[config.mk]
export PLATFORM = sky130hd
export DESIGN_NAME = booth_mul_sched
export DESIGN_NICKNAME = d
export VERILOG_FILES = /design/src/rtl/booth_mul_sched.sv
export SDC_FILE = /design/constraint.sdc
export NUM_CORES = 1
export LEC_CHECK = 0
export BUFFER_PORTS_ARGS = -buffer_cell sky130_fd_sc_hd__buf_2
export CAP_MARGIN = 20
export CORE_ASPECT_RATIO = 1.5
export CORE_UTILIZATION = 49
export DETAILED_ROUTE_END_ITERATION = 8
export GPL_TIMING_DRIVEN = 1
export PLACE_DENSITY = 0.85
export SLEW_MARGIN = 20
export SYNTH_ARGS = -nofsm -noshare
export SYNTH_HDL_FRONTEND = slang
export SYNTH_SLANG_ARGS = --single-unit
[constraint.sdc]
create_clock -name clk -period 4.51 [get_ports clk]
set_input_delay 0.902 -clock clk [delete_from_list [all_inputs] [get_ports clk]]
set_output_delay 0.902 -clock clk [all_outputs]
set_load 0.05 [all_outputs]
[src/rtl/booth_mul_sched.sv]
// Round-robin front end that shares one sequential Booth core between two requesters.
// Accept->mul_start next cycle, done->rsp_valid next cycle; responses hold until rsp_ready.
module booth_mul_sched #(
    parameter int WIDTH   = 16,
    parameter int CW      = 5,
    parameter int TIMEOUT = 64
) (
    input  logic                 clk,
    input  logic                 rst_n,
    input  logic [1:0]           req_valid,
    output logic [1:0]           req_ready,
    input  logic [WIDTH-1:0]     req_a0,
    input  logic [WIDTH-1:0]     req_b0,
    input  logic [WIDTH-1:0]     req_a1,
    input  logic [WIDTH-1:0]     req_b1,
    output logic                 mul_start,
    output logic [WIDTH-1:0]     mul_a,
    output logic [WIDTH-1:0]     mul_b,
    input  logic [2*WIDTH-1:0]   mul_product,
    input  logic [CW-1:0]        mul_add_ops,
    input  logic [CW-1:0]        mul_sub_ops,
    input  logic                 mul_done,
    output logic                 rsp_valid,
    input  logic                 rsp_ready,
    output logic                 rsp_id,
    output logic [2*WIDTH-1:0]   rsp_product,
    output logic [CW-1:0]        rsp_add_ops,
    output logic [CW-1:0]        rsp_sub_ops,
    output logic                 rsp_err,
    output logic                 busy
);

    localparam int              TW      = $clog2(TIMEOUT);
    localparam logic [TW-1:0]   CNT_MAX = TW'(TIMEOUT - 1);

    typedef enum logic [1:0] {
        S_IDLE  = 2'd0,
        S_ISSUE = 2'd1,
        S_WAIT  = 2'd2,
        S_RESP  = 2'd3
    } state_t;

    state_t              r_state;
    state_t              w_state_nxt;
    logic                r_ptr;
    logic [TW-1:0]       r_cnt;
    logic [WIDTH-1:0]    r_mul_a;
    logic [WIDTH-1:0]    r_mul_b;
    logic                r_rsp_id;
    logic [2*WIDTH-1:0]  r_rsp_product;
    logic [CW-1:0]       r_rsp_add;
    logic [CW-1:0]       r_rsp_sub;
    logic                r_rsp_err;

    logic                w_any_vld;
    logic                w_grant;
    logic                w_timeout;
    logic [1:0]          w_req_ready;

    assign w_any_vld = |req_valid;
    // Pointer's requester wins when valid; otherwise the other one gets the slot.
    assign w_grant   = req_valid[r_ptr] ? r_ptr : ~r_ptr;
    assign w_timeout = (r_cnt == CNT_MAX);

    always_ff @(posedge clk or negedge rst_n) begin
        if (!rst_n) begin
            r_state <= S_IDLE;
        end else begin
            r_state <= w_state_nxt;
        end
    end

    always_comb begin
        w_state_nxt = r_state;
        w_req_ready = 2'b00;
        case (r_state)
            S_IDLE: begin
                if (w_any_vld) begin
                    w_state_nxt = S_ISSUE;
                    if (rst_n) begin
                        w_req_ready = w_grant ? 2'b10 : 2'b01;
                    end
                end
            end
            S_ISSUE: w_state_nxt = S_WAIT;
            S_WAIT: begin
                if (mul_done || w_timeout) begin
                    w_state_nxt = S_RESP;
                end
            end
            S_RESP: begin
                if (rsp_ready) begin
                    w_state_nxt = S_IDLE;
                end
            end
            default: w_state_nxt = S_IDLE;
        endcase
    end

    always_ff @(posedge clk or negedge rst_n) begin
        if (!rst_n) begin
            r_ptr         <= 1'b0;
            r_cnt         <= '0;
            r_mul_a       <= '0;
            r_mul_b       <= '0;
            r_rsp_id      <= 1'b0;
            r_rsp_product <= '0;
            r_rsp_add     <= '0;
            r_rsp_sub     <= '0;
            r_rsp_err     <= 1'b0;
        end else begin
            case (r_state)
                S_IDLE: begin
                    if (w_any_vld) begin
                        r_mul_a  <= w_grant ? req_a1 : req_a0;
                        r_mul_b  <= w_grant ? req_b1 : req_b0;
                        r_rsp_id <= w_grant;
                    end
                end
                S_ISSUE: r_cnt <= '0;
                S_WAIT: begin
                    r_cnt <= r_cnt + 1'b1;
                    // A done arriving on the last allowed cycle still counts as success.
                    if (mul_done) begin
                        r_rsp_product <= mul_product;
                        r_rsp_add     <= mul_add_ops;
                        r_rsp_sub     <= mul_sub_ops;
                        r_rsp_err     <= 1'b0;
                    end else if (w_timeout) begin
                        r_rsp_product <= '0;
                        r_rsp_add     <= '0;
                        r_rsp_sub     <= '0;
                        r_rsp_err     <= 1'b1;
                    end
                end
                S_RESP: begin
                    if (rsp_ready) begin
                        r_ptr <= ~r_rsp_id;
                    end
                end
                default: ;
            endcase
        end
    end

    assign req_ready   = w_req_ready;
    assign mul_start   = (r_state == S_ISSUE);
    assign rsp_valid   = (r_state == S_RESP);
    assign busy        = (r_state != S_IDLE);
    assign mul_a       = r_mul_a;
    assign mul_b       = r_mul_b;
    assign rsp_id      = r_rsp_id;
    assign rsp_product = r_rsp_product;
    assign rsp_add_ops = r_rsp_add;
    assign rsp_sub_ops = r_rsp_sub;
    assign rsp_err     = r_rsp_err;

endmodule

==> run_results.csv <==
group,metric,value,unit
clocking,clkSlewWorstSetupHoldPaths,60,ps
finish,post-route-util,67.2,%
place,port_buffers,192,
timing,hold_viol,0,
timing,worst_slack,1510,ps
synth,synth_compound_area_share,17.7,%
synth,ys_ff_latch,85,
place,dp_hpwl,7720,um
synth,synth_area,0.00388,mm2
die,die_w,74.6,um
finish,drive_above_1_share,35.5,%
finish,n_antenna_cell,0,
place,pre_cts_slack,1520,ps
grt,gr-usage-met1,30.0,%
synth,yosysWarnings,0,
detailed_routing,drtAntennaViolNets,0,
clocking,ctsHoldBuffers,0,
run_status,outcome,"finished, final reports clean",
synth,synthSimpleGateAreaFrac,19.3,%
timing,slew_violations,0,
timing,holdWs,491,ps
grt,grt_max_degree,86,
synth,avgSynthCellArea,8.95,um2
synth,synth_top_family_by_area,"simple AND/OR/NAND/NOR gates",
clocking,cts_made_buffers,9,
synth,synth-edff-count,0,
clocking,post_cts_resized,0,
finish,final_common_cell,"buf_2",
clocking,cts_tree,"done",
place,globalplace.congestion,0.929,
timing,fmax,334,MHz
synth,syn_nets,550,
min_path,holdCritPathClass,"reg -> reg",
die,io_pins,193,
critical_path,crit_arrival,2090,ps
power_and_ir_drop,peakVddDrop,0.000735,V
synth,yosys.area.top_type_share,54.9,%
synth,synth-xor-area-share,0.226,%
detailed_routing,routed_wirelength,10900,um
timing,worstMarginPinSlew,993,ps
finish,final_cell_mix,"buf_2, nand2_1, dfrtp_1, o21ai_0, nand3_1",
flow_run,drv_cap,0,
detailed_routing,drc,0,
grt,grt_pass1_vias,3778,
die,die_area,0.00828,mm2
synth,synth_seq_area_share,54.9,%
die,initial_core_util,50.6,%
grt,grt.overflow.total,0,
timing,timing.slew.headroom,33.6,%
detailed_routing,drt_iter0_drc,325,
detailed_routing,first_pass_iters,4,
die,core,0.00766,mm2
power_and_ir_drop,leakagePower,2.55,nW
grt,antenna_found_initial,0,
synth,syn_inst,433,
critical_path,cp_max_fo,33,
synth,synth_fa_ha_area_share,1.61,%
clocking,clk_latency,330,ps
timing,fin_crit_sh,66.5,%
power_and_ir_drop,pwr_density_cell,889,mW/mm2
timing,setup_tns,0,ps
timing,finalSetupViolCount,0,
finish,area_delta_synth_final,32.8,%
grt,grt_util_met3,4.45,%
detailed_routing,wl_per_cell,15.3,um
grt,use_met2,46.2,%
power_and_ir_drop,p_total,4.58,mW
synth,synth_mux_area_share,0.516,%
clocking,numClockSinks,85,
synth,yosys-top-cells-area,"dfrtp_1, o21ai_0, nand2_1, a31oi_1, nand3_1",
grt,groute.usage.overall,27.3,%
timing,grt_setup_unrepaired,"no",
synth,async_reset_ff_share,100,%
clocking,clk_path_buf_depth,2,
die,num_rows,39,
clocking,cts-root-buf,"clkbuf_16",
synth,synth_top_area_cell,"dfrtp_1",
detailed_routing,vias,3873,
die,fp.dieH,111,um
critical_path,critPathLaunchType,"input pin",
critical_path,worst_ep_required_time,3610,ps
finish,nets,725,
timing,period_needed,3000,ps
synth,synth_ff_type,"dfrtp_1",
detailed_routing,viasPerCell,5.42,
clocking,postCtsSetupRepairBufs,0,
grt,grt.busiest_layer,"met2",
grt,grt_pass1_wl,17200,um
critical_path,end_kind,"output port",
synth,synth_cell_types,35,
clocking,h-tree-depth,3,
timing,finClkSkew,6.50,ps
critical_path,critPathKind,"in -> out",
-- per-layer routing --
metal  vias to the layer above  wire length, um
met5                         -                0
met4                         0              538
met3                        44              557
met2                       164             5780
met1                      1821             4030
li1                       1844                -
-- final timing paths --
path | from | slack (ps) | cells past startpoint | to
max | req_valid[0] | 1510 | 4 | req_ready[1]
max in group asynchronous | rst_n | 3270 | 2 | rsp_id$_DFFE_PN0P_
max reg2reg | r_state[0]$_DFFE_PN0P_ | 2300 | 6 | rsp_product[6]$_DFFE_PN0P_
min in group asynchronous | rst_n | 750 | 2 | rsp_product[13]$_DFFE_PN0P_
min | rsp_id$_DFFE_PN0P_ | 490 | 1 | r_ptr$_DFFE_PN0P_
min reg2reg | rsp_id$_DFFE_PN0P_ | 490 | 1 | r_ptr$_DFFE_PN0P_
-- worst max-delay path, stage by stage --
cell and delay (ps):
buf_2 120, and2b_1 450, nor3_1 310, buf_2 300
-- sequential cells by signal, indices dropped and copies added (netlist names) --
register and count:
rsp_product 32, mul_a 16, mul_b 16, r_cnt 6, rsp_add_ops 5, rsp_sub_ops 5
r_state 2, r_ptr 1, rsp_err 1, rsp_id 1
-- Yosys cell counts, types with 4 or more instances --
cell type and instances:
nand3_1 35, inv_1 7, buf_2 17, dfrtp_1 85
nand2_1 88, a21oi_1 4, o21ai_1 10, ha_1 5
clkbuf_1 12, buf_6 5, nor2_1 33, o21ai_0 68
a31oi_1 34, nand2b_1 5
-- cells by family after synthesis --
family	after synthesis
AO/OA/AOI/OAI	124
buffers and inverters	43
AND/OR/NAND/NOR	173
adder cells (fa/ha/maj)	5
multiplexers	2
flip-flops	85
XOR/XNOR	1
-- where the power goes --
group,switching (mW),internal [mW]
Clock,0.290,0.485
Sequential,0.194,1.11
Combinational,1.92,0.578
-- cell type report --
cell class	instances	area, um2
clock buffer	10	229
timing repair buffer	200	1030
inverter	7	26.3
multi-input combinational	305	1530
clock inverter	5	86.3
tap	102	128
sequential	85	2130
fill	645	2510
-- stage by stage --
stage                     area (um2)  std cells
after floorplan                 3880        433
after global placement          4830        699
after detailed placement        4830        699
after CTS                       5140        714
after global routing            5150        714
final                           5150        714
Power figures use the tool's default switching activity.
